File: config.mk
export PLATFORM = sky130hd
export DESIGN_NAME = fetch_queue
export DESIGN_NICKNAME = d
export VERILOG_FILES = /design/src/rtl/fetch_queue.sv
export SDC_FILE = /design/constraint.sdc
export NUM_CORES = 1
export LEC_CHECK = 0
export CAP_MARGIN = 20
export CORE_MARGIN = 5
export CORE_UTILIZATION = 45
export CTS_CLUSTER_DIAMETER = 80
export DETAILED_ROUTE_END_ITERATION = 8
export GPL_TIMING_DRIVEN = 0
export PLACE_DENSITY = 0.7
export SLEW_MARGIN = 20
export SYNTH_ARGS = -nofsm -noshare
export SYNTH_HDL_FRONTEND = slang
export SYNTH_SLANG_ARGS = --single-unit
File: constraint.sdc
create_clock -name clk -period 2.3 [get_ports clk]
set_input_delay 0.46 -clock clk [delete_from_list [all_inputs] [get_ports clk]]
set_output_delay 0.46 -clock clk [all_outputs]
set_load 0.1 [all_outputs]
File: src/rtl/fetch_queue.sv
// Instruction fetch queue: fetches sequential words from a combinational
// instruction memory into a circular buffer and offers the head to IF/ID.
module fetch_queue #(
  parameter int unsigned DEPTH    = 4,
  parameter logic [15:0] RESET_PC = 16'h0000
) (
  input  logic                     clk,
  input  logic                     rst,
  output logic [15:0]              imem_addr,
  input  logic [31:0]              imem_data,
  input  logic                     redirect,
  input  logic [15:0]              redirect_pc,
  output logic                     out_valid,
  input  logic                     out_ready,
  output logic [31:0]              out_inst,
  output logic [15:0]              out_pc_plus1,
  output logic [$clog2(DEPTH):0]   count
);

  localparam int unsigned PW = $clog2(DEPTH);
  localparam int unsigned CW = PW + 1;
  localparam logic [CW-1:0] FULL = CW'(DEPTH);

  typedef struct packed {
    logic [31:0] inst;
    logic [15:0] pc_plus1;
  } entry_t;

  logic [15:0]   fpc_q, fpc_d, fpc_plus1;
  logic [PW-1:0] wr_ptr_q, wr_ptr_d;
  logic [PW-1:0] rd_ptr_q, rd_ptr_d;
  logic [CW-1:0] count_q, count_d;
  entry_t        mem_q [DEPTH];
  logic          push, pop;

  // 16-bit add drops the carry, so 16'hFFFF + 1 wraps to 16'h0000.
  assign fpc_plus1 = fpc_q + 16'd1;

  assign out_valid = (count_q != '0) & ~redirect;
  assign pop       = out_valid & out_ready;
  // A pop frees a slot in the same cycle, so a full queue keeps streaming.
  assign push      = ~redirect & ((count_q < FULL) | pop);

  always_comb begin
    // NOTE: every combinational output gets a default first so no latch is inferred.
    fpc_d    = fpc_q;
    wr_ptr_d = wr_ptr_q;
    rd_ptr_d = rd_ptr_q;
    count_d  = count_q;
    if (redirect) begin
      fpc_d    = redirect_pc;
      wr_ptr_d = '0;
      rd_ptr_d = '0;
      count_d  = '0;
    end else begin
      if (push) begin
        fpc_d    = fpc_plus1;
        wr_ptr_d = wr_ptr_q + PW'(1);
      end
      if (pop) rd_ptr_d = rd_ptr_q + PW'(1);
      case ({push, pop})
        2'b10:   count_d = count_q + CW'(1);
        2'b01:   count_d = count_q - CW'(1);
        default: count_d = count_q;
      endcase
    end
  end

  // NOTE: sequential state uses non-blocking assignments so all registers update together.
  always_ff @(posedge clk or negedge rst) begin
    if (!rst) begin
      fpc_q    <= RESET_PC;
      wr_ptr_q <= '0;
      rd_ptr_q <= '0;
      count_q  <= '0;
    end else begin
      fpc_q    <= fpc_d;
      wr_ptr_q <= wr_ptr_d;
      rd_ptr_q <= rd_ptr_d;
      count_q  <= count_d;
    end
  end

  // NOTE: entry storage has no reset; count gates validity, so stale data is never offered.
  always_ff @(posedge clk) begin
    if (push) mem_q[wr_ptr_q] <= {imem_data, fpc_plus1};
  end

  assign imem_addr    = fpc_q;
  assign out_inst     = mem_q[rd_ptr_q].inst;
  assign out_pc_plus1 = mem_q[rd_ptr_q].pc_plus1;
  assign count        = count_q;

endmodule

# ---- Word level (Yosys, flattened, before mapping)
# Memory sizes are Yosys's and may differ from the RTL's.
# Index checks and enable logic that the tools add are counted.
dict set report word_totals {
  register_bits 23
  ram_bits 192
  output_inout_bits 68
  elab_cells 32
  mem_count 1
}
# memory depth width read_ports rd_clocked_by_memory_dff wr line
set memory_table {}
lappend memory_table {mem_q 4 48 1 0 1 33} ;# entry_t mem_q [DEPTH];
dict set report op_classes {
  add_sub_neg 5
  n_lt_le_gt_ge 1
  n_eq_ne 2
  muxes 10
  n_bitwise 5
  reduce_logical 4
}
# cell n
set ops {}
lappend ops {{16-bit two-way mux} 2}
lappend ops {{16-bit by 1-bit adder with 16-bit output, second input constant} 1}
lappend ops {{2-bit two-way mux} 4}
lappend ops {{3-bit case mux with 2 select lines} 1}
lappend ops {{3-bit nonzero test} 2}
lappend ops {{2-bit by 1-bit adder with 2-bit output, second input constant} 2}
lappend ops {{2-bit nonzero test} 2}
lappend ops {{3-bit by 1-bit adder with 3-bit output, second input constant} 1}
lappend ops {{1-bit AND} 3}
lappend ops {{3-bit less-than comparator, second input constant} 1}
lappend ops {{3-bit two-way mux} 1}
lappend ops {{3-bit by 1-bit subtractor with 3-bit output, second input constant} 1}
lappend ops {{2-bit by 1-bit == test with 1-bit output, second input constant} 1}
lappend ops {{2-bit == test, second input constant} 1}
lappend ops {{1-bit two-way mux} 2}
lappend ops {{1-bit inverter} 1}
lappend ops {{1-bit bitwise OR} 1}

# ---- Logic depth before layout (Yosys ltp)
# Gate-level depths: netlist of run 1.
dict set report logic_depth {
  depth_word 8
  depth_mapped 6
  ltp_nobuf 5
}

# ---- Least setup slack after synthesis of run 1
# Ideal clock, no wire load.
dict set report synth_path {
  kind {flip-flop to output port}
  start {register count_q[1] (netlist: count[1])}
  end {output port out_valid}
  arrival_ns 2.393
  required_ns 1.840
  slack_ns -0.553
  path_stages_with_launch 3
  cell_sequence {dfrtp_1 nor3_1 nor2_1}
}
dict set report synth_between {
  elab_chain_cells 2
}
# element line
set synth_rtl {}
lappend synth_rtl {{from (decl)} 32} ;# logic [CW-1:0] count_q, count_d;
lappend synth_rtl {{from (signal assigned)} 80} ;# count_q <= count_d;
lappend synth_rtl {{3-bit nonzero test} 39} ;# assign out_valid = (count_q != '0) & ~redirect;
lappend synth_rtl {{1-bit AND} 39}
lappend synth_rtl {{to (decl)} 13} ;# output logic out_valid,
# Every way passes these cells.

# ---- Final worst setup path of run 1
dict set report layout_path {
  start {register rd_ptr_q[0]}
  end {output port out_pc_plus1[15]}
}
dict set report layout_between {
  elab_chain_cells 1
}
# element line
set layout_rtl {}
lappend layout_rtl {{from (decl)} 31} ;# logic [PW-1:0] rd_ptr_q, rd_ptr_d;
lappend layout_rtl {{from (signal assigned)} 79} ;# rd_ptr_q <= rd_ptr_d;
lappend layout_rtl {{memory read 4 x 48 bit} n/a}
lappend layout_rtl {{to (decl)} 16} ;# output logic [15:0] out_pc_plus1,
# Every way passes these cells.

==> flow_summary.yaml, run 1 <==
power:
  p_switching_w: 0.006232
  clkPwrFrac_pct: 22.3
  leakagePower_nw: 3.806
  swShare_pct: 40.60
  ir_drop_v: 0.0009490
  total_power_w: 0.01535
  power.density_nw_per_um2: 1384
  p_seq_share_pct: 32.9
  p_comb_share_pct: 44.9
  p_int_w: 0.009117
clock_tree:
  clk_path_buf_depth: 3
  path_clk_slew_ns: 0.06
  clkLatencyLatePin_ns: 0.49
  cts-htree-levels: 1
  cts.sinks: 215
  cts_tree: "yes"
  clockRootBuffer: "clkbuf_16"
  cts_buffers: 23
final_layout:
  syn_to_final_growth_pct: 31.19
  multi_input_area_um2: 2004
  nFillCells: 1341
  fin_nets: 644
  seq_area_um2: 6345
  antennaDiodeCount: 0
  drive_above_1_share_pct: 30.00
setup_path:
  reg2regPathDepth: 3
  r2r-start: "count[2]"
  cp-startpoint: "rd_ptr_q[0]"
  crit_chain: "buf_12 > buf_16 > mux4_2 > buf_12"
  crit_top_cell: "buf_12"
  critPathTopFamily: "multiplexers"
  worstSetupEndpoint: "out_pc_plus1[15]"
  worst-r2r-setup-slack_ns: 0.37
  worstPathMaxFanout: 6
  worstPathArrival_ns: 1.94
  slowest_delay_ns: 0.55
  r2r_end: "mem_q[1][24]"
  cp.depth: 4
  critPathKind: "reg -> out"
  crit_buf_inv: 3
  crit_path_end_kind: "output pin"
  required_ns: 1.84
  cp-start-kind: "flop"
  slowest_stage: "mux4_2"
route:
  drc: 0
  drtIter0Drc: 245
  first_pass_iters: 6
  route.antenna.remaining_nets: 0
  dr_total_vias: 4434
  drt-total-wl_um: 16610
  viasPerCell: 5.317
  wl_per_cell_um: 19.92
yosys:
  ys.flop_type: "edfxtp_1"
  synthMuxAreaShare_pct: 13.02
  yosysSeqAreaShare_pct: 74.99
  synth.cell_area_um2: 8456
  synth_compound_area_share_pct: 1.642
  yosys.cell_types.count: 41
  synthSimpleGateAreaFrac_pct: 4.957
  synth_top_area_share_pct: 68.19
  ys_warn_count: 0
  synth_area_per_cell_um2: 19.53
  synth_top_area_cell: "edfxtp_1"
  synth_top_family_by_area: "multiplexers"
  postSynth.asyncResetShare_pct: 10.70
  synth_edf_count: 192
  syn-num-nets: 491
  synth_xor_area_share_pct: 2.797
  synthAdderAreaFrac_pct: 0.9766
  synthTopCellsByArea: "edfxtp_1, mux4_2, dfrtp_1"
  ys_ff_latch: 215
  syn_inst: 433
timing:
  rsz0062_at_grt: "yes"
  hold_viol_final: 0
  setup_viol: 48
  maxSlewHeadroom_pct: 35.50
  final_max_slew_viol_count: 0
  post-route-period-util_pct: 104.5
  setup_slack_ns: -0.1044
  fmax_ghz: 0.4159
  period_needed_ns: 2.404
  clock_skew_ns: 0.01275
  worst_pin_slew_ns: 0.9713
placement:
  portBuffers: 118
  place.gp.congestion: 0.8586
  dp_hpwl_um: 10230
  place_ws_ns: -0.9020
grt:
  grt-ovfl-total: 0
  first_global_vias: 4876
  grt_max_degree: 49
  grt_pass1_wl_um: 26650
  antenna_found_initial: 0
  grtUsageTotal_pct: 15.65
die:
  die_w_um: 147.1
  start_util_pct: 45.51
  dieArea_um2: 21630
  die_y_um: 147.1
  core-area_um2: 18580
  ioPinCount: 120
  num_rows: 50
hold_path:
  hold_class: "in -> async"
run_status:
  status: "finished with violations"
  violations: "negative setup slack"
job:
  maxCapViolCount: 0
-- area by class of cell --
| class | count | area share [%] |
|---|---|---|
| clock inverter | 15 | 1.094 |
| multi-input combinational | 189 | 18.07 |
| timing repair buffer | 129 | 13.76 |
| sequential | 215 | 57.20 |
| clock buffer | 24 | 5.222 |
| tap | 234 | 2.639 |
| buffer | 22 | 1.816 |
| inverter | 6 | 0.2030 |
-- cells in the mapped netlist, types with 2 or more instances --
library cell and instances:
a21oi_1 3, nand4_1 5, xnor2_1 14, nor2_1 18
mux4_2 48, nand3_1 7, or3_1 4, edfxtp_1 192
inv_1 5, clkbuf_1 8, and3_1 7, dfrtp_1 23
nand2_1 21, ha_1 5, a31oi_1 4, nor2b_1 2
buf_2 9, buf_1 3, mux2i_1 2, o21ai_1 2
and4_1 4, nor3_1 4, o21ai_0 13, xor2_1 13
-- cells in the final DEF, fill, tap and decap left out, types with 3 or more instances in the layout --
cell type        instances
nand2_1                 21
buf_4                    4
clkdlybuf4s15_2          9
xnor2_1                 14
mux4_2                  48
a21oi_1                  3
clkdlybuf4s50_1         49
nand3_1                  7
o21ai_0                 13
edfxtp_1               192
and4_1                   4
buf_2                    6
dfrtp_2                  3
nor3_1                   4
buf_12                  16
inv_1                    5
and3_1                   3
xor2_1                  13
clkinv_2                 6
clkbuf_2                 5
buf_16                   3
dlygate4sd2_1            5
a31oi_1                  4
nand4_1                  5
or3_1                    4
and3_4                   4
clkinv_1                 6
nor2_1                  17
buf_6                   33
dfrtp_1                 20
clkbuf_16               23
buf_8                   12
clkbuf_1                 7
ha_1                     5
-- how the worst min path moves through the flow --
stage          cells past startpoint            end  slack [ns]
6_report                           2   imem_addr[5]        0.48
5_1_grt                            3   imem_addr[5]        0.51
4_1_cts                            4  imem_addr[10]        0.46
3_5_place_dp                       2    wr_ptr_q[1]        0.57
3_3_place_gp                       2    wr_ptr_q[1]        0.55
2_1_floorplan                      0       count[0]        0.16
-- layer usage --
layer	vias up	track usage, %	wire [um]	part of all wire (%)
li1	2020	-	-	-
met1	2255	21.30	7285	44
met2	141	26.04	8143	49
met3	18	3.362	954	5.7
met4	0	3.914	227	1.4
met5	-	0	0	0
-- logic make-up (layout without fill, tap and decap cells) --
| logic type | count (synthesis) | count (layout) |
|---|---|---|
| adder cells (fa/ha/maj) | 6 | 6 |
| buffers and inverters | 29 | 196 |
| flip-flops | 215 | 215 |
| multiplexers | 50 | 50 |
| AND/OR/NAND/NOR | 80 | 80 |
| AO/OA/AOI/OAI | 25 | 25 |
| XOR/XNOR | 27 | 27 |
| other | 1 | 1 |
-- power by group through the flow --
stage                     clock network [W]  logic, W  registers, W
final                               0.00342   0.00689       0.00504
after global routing                0.00367   0.00715       0.00509
after CTS                           0.00350   0.00697       0.00505
after detailed placement                  0   0.00612       0.00511
after global placement                    0   0.00608       0.00509
after floorplan                           0   0.00433       0.00546
-- per-stage QoR --
stage | instance area (um2) | hold slack, ns | cells | utilization (%) | TNS (ns)
finish | 11090 | 0.4794 | 834 | 59.70 | -2.680
global route | 11090 | 0.5138 | 834 | 59.70 | -6.204
CTS | 11110 | 0.4573 | 835 | 59.77 | -5.528
detailed placement | 9955 | 0.5657 | 785 | 53.58 | -71.54
global placement | 9940 | 0.5483 | 785 | 53.49 | -147.92
floorplan | 8466 | 0.1644 | 433 | - | -0.1150
-- state kept, by name, summed over array words and instances (netlist names) --
signal	flops
count	3
imem_addr	16
mem_q	192
rd_ptr_q	2
wr_ptr_q	2
-- what timing repair did --
| action | CTS | global route |
|---|---|---|
| setup endpoints to repair | 68 | 54 |
| hold buffers | 0 | 1 |
| cloned | 5 | 0 |
| resized for setup | 432 | 21 |
| setup buffers | 7 | 0 |
| endpoints found under the hold margin | 0 | 23 |
Power figures use the tool's default switching activity.
==> run 2: changes to the inputs <==
--- a/config.mk
+++ b/config.mk
@@ -6,12 +6,13 @@
 export NUM_CORES = 1
 export LEC_CHECK = 0
 export CAP_MARGIN = 20
-export CORE_MARGIN = 5
+export CORE_MARGIN = 8
 export CORE_UTILIZATION = 45
 export CTS_CLUSTER_DIAMETER = 80
 export DETAILED_ROUTE_END_ITERATION = 8
 export GPL_TIMING_DRIVEN = 0
 export PLACE_DENSITY = 0.7
+export SKIP_LAST_GASP = 1
 export SLEW_MARGIN = 20
 export SYNTH_ARGS = -nofsm -noshare
 export SYNTH_HDL_FRONTEND = slang
==> flow_summary.yaml, run 2 (synthesis results as in run 1) <==
grt:
  first_global_vias: 4872
  grtUsageTotal_pct: 15.07
  grt_pass1_wl_um: 27550
  grt_max_degree: 49
  antenna_found_initial: 0
  grt-ovfl-total: 0
setup_path:
  slowest_stage: "mux4_2"
  crit_chain: "buf_12 > buf_12 > buf_16 > mux4_2 > buf_12"
  cp-startpoint: "rd_ptr_q[0]"
  worstPathMaxFanout: 8
  worstPathArrival_ns: 2.00
  slowest_delay_ns: 0.53
  r2r-start: "count[2]"
  cp-start-kind: "flop"
  critPathKind: "reg -> out"
  crit_buf_inv: 4
  required_ns: 1.84
  critPathTopFamily: "buffers and inverters"
  crit_top_cell: "buf_12"
  crit_path_end_kind: "output pin"
timing:
  setup_viol: 48
  clock_skew_ns: 0.01913
  period_needed_ns: 2.461
  finalSetupTns_ns: -4.405
  worst_pin_slew_ns: 0.9910
  fmax_ghz: 0.4064
  whs_ns: 0.4683
  rsz0062_at_grt: "yes"
  hold_viol_final: 0
  final_max_slew_viol_count: 0
  maxSlewHeadroom_pct: 34.20
  post-route-period-util_pct: 107.0
  setup_slack_ns: -0.1609
final_layout:
  syn_to_final_growth_pct: 30.88
  layout_commonest_cell: "edfxtp_1"
  multi_input_area_um2: 2004
  nFillCells: 1368
  fin_nets: 645
  seq_area_um2: 6346
  regMostFlops: "mem_q"
  antennaDiodeCount: 0
  largest_register_ffs: 192
  final_cell_mix: "edfxtp_1, clkdlybuf4s50_1, mux4_2, buf_6"
  drive_above_1_share_pct: 31.23
clock_tree:
  clockRootBuffer: "clkbuf_16"
  cts_tree: "yes"
  path_clk_slew_ns: 0.06
  clk_path_buf_depth: 3
  clkLatencyLatePin_ns: 0.50
  cts_buffers: 21
  cts.sinks: 215
  cts-htree-levels: 1
die:
  die_w_um: 153.1
  start_util_pct: 45.51
  die_y_um: 153.1
  ioPinCount: 120
  core-area_um2: 18580
  num_rows: 50
  dieArea_um2: 23430
placement:
  portBuffers: 118
  place.gp.congestion: 0.8596
  dp_hpwl_um: 10710
run_status:
  status: "finished with violations"
  violations: "negative setup slack"
power:
  ir_drop_v: 0.0009045
  leakagePower_nw: 3.794
  power.density_nw_per_um2: 1387
route:
  route.antenna.remaining_nets: 0
  first_pass_iters: 4
  drtIter0Drc: 279
  viasPerCell: 5.310
  wl_per_cell_um: 20.92
  dr_total_vias: 4439
  drt-total-wl_um: 17490
  drc: 0
job:
  maxCapViolCount: 0
hold_path:
  hold_class: "in -> async"
run 2: cell types whose count changed in the layout (fill, tap and decap cells not counted), sizes merged:
cell           delta
clkbuf            +4
clkinv            -4
clkinvlp          +1
buf               +2
bufinv            +1
dlygate4sd2       -2
inv               +1
clkdlybuf4s15     -1
run 2: final timing paths:
| kind | to | slack, ns | depth (start not counted) |
|---|---|---|---|
| worst min register to register | wr_ptr_q[1] | 0.58 | 2 |
| max in group asynchronous | rd_ptr_q[1] | 1.42 | 2 |
| worst min-delay path | imem_addr[3] | 0.47 | 2 |
| worst max register to register | mem_q[0][12] | 0.32 | 3 |
| worst max-delay path | out_pc_plus1[1] | -0.16 | 5 |
| min in group clk | imem_addr[15] | 0.47 | 4 |
run 2: metal layers:
| layer | global-route usage, % | routed length (um) | share of wire [%] |
|---|---|---|---|
| met5 | 0 | 0 | 0 |
| met4 | 3.393 | 231 | 1.3 |
| met3 | 3.665 | 1073 | 6.1 |
| met2 | 25.18 | 8807 | 50 |
| met1 | 19.63 | 7376 | 42 |
run 2: worst reg2reg max path: stages (launching register included):
cell      delay (ns)
dfrtp_1         0.45
nand2b_1        0.11
buf_2           0.22
and3_4          0.73
run 2: metrics by stage:
stage          utilization, %  instance area (um2)  cells  total power [W]  setup slack (ns)
2_1_floorplan               -                 8466    433         0.009789           -0.1150
3_3_place_gp            53.49                 9940    785          0.01118           -0.9440
3_5_place_dp            53.58                 9955    785          0.01127           -0.9302
4_1_cts                 59.58                11070    833          0.01550           -0.2622
5_1_grt                 59.56                11070    836          0.01589           -0.2154
6_report                59.56                11070    836          0.01535           -0.1609
run 2: repair_timing:
item,in CTS,in global routing
buffers inserted,7,8
gates cloned,4,0
resized for setup,433,33
hold buffers,0,1
pin swaps,0,0
setup endpoints to repair,68,55
hold endpoints to repair,0,23
run 2: report_power, final:
part / total (W) / switching, W / internal (W)
clock network: 0.00341 / 0.00138 / 0.00202
logic: 0.00691 / 0.00468 / 0.00223
registers: 0.00504 / 0.000201 / 0.00484
run 2: area by class of cell:
type,count,share of cell area (%)
Buffer,19,1.278
Multi-Input combinational cell,189,18.11
Clock inverter,14,1.368
Sequential cell,215,57.34
Tap cell,234,2.646
Timing Repair Buffer,135,14.20
Inverter,6,0.2035
Clock buffer,24,4.850
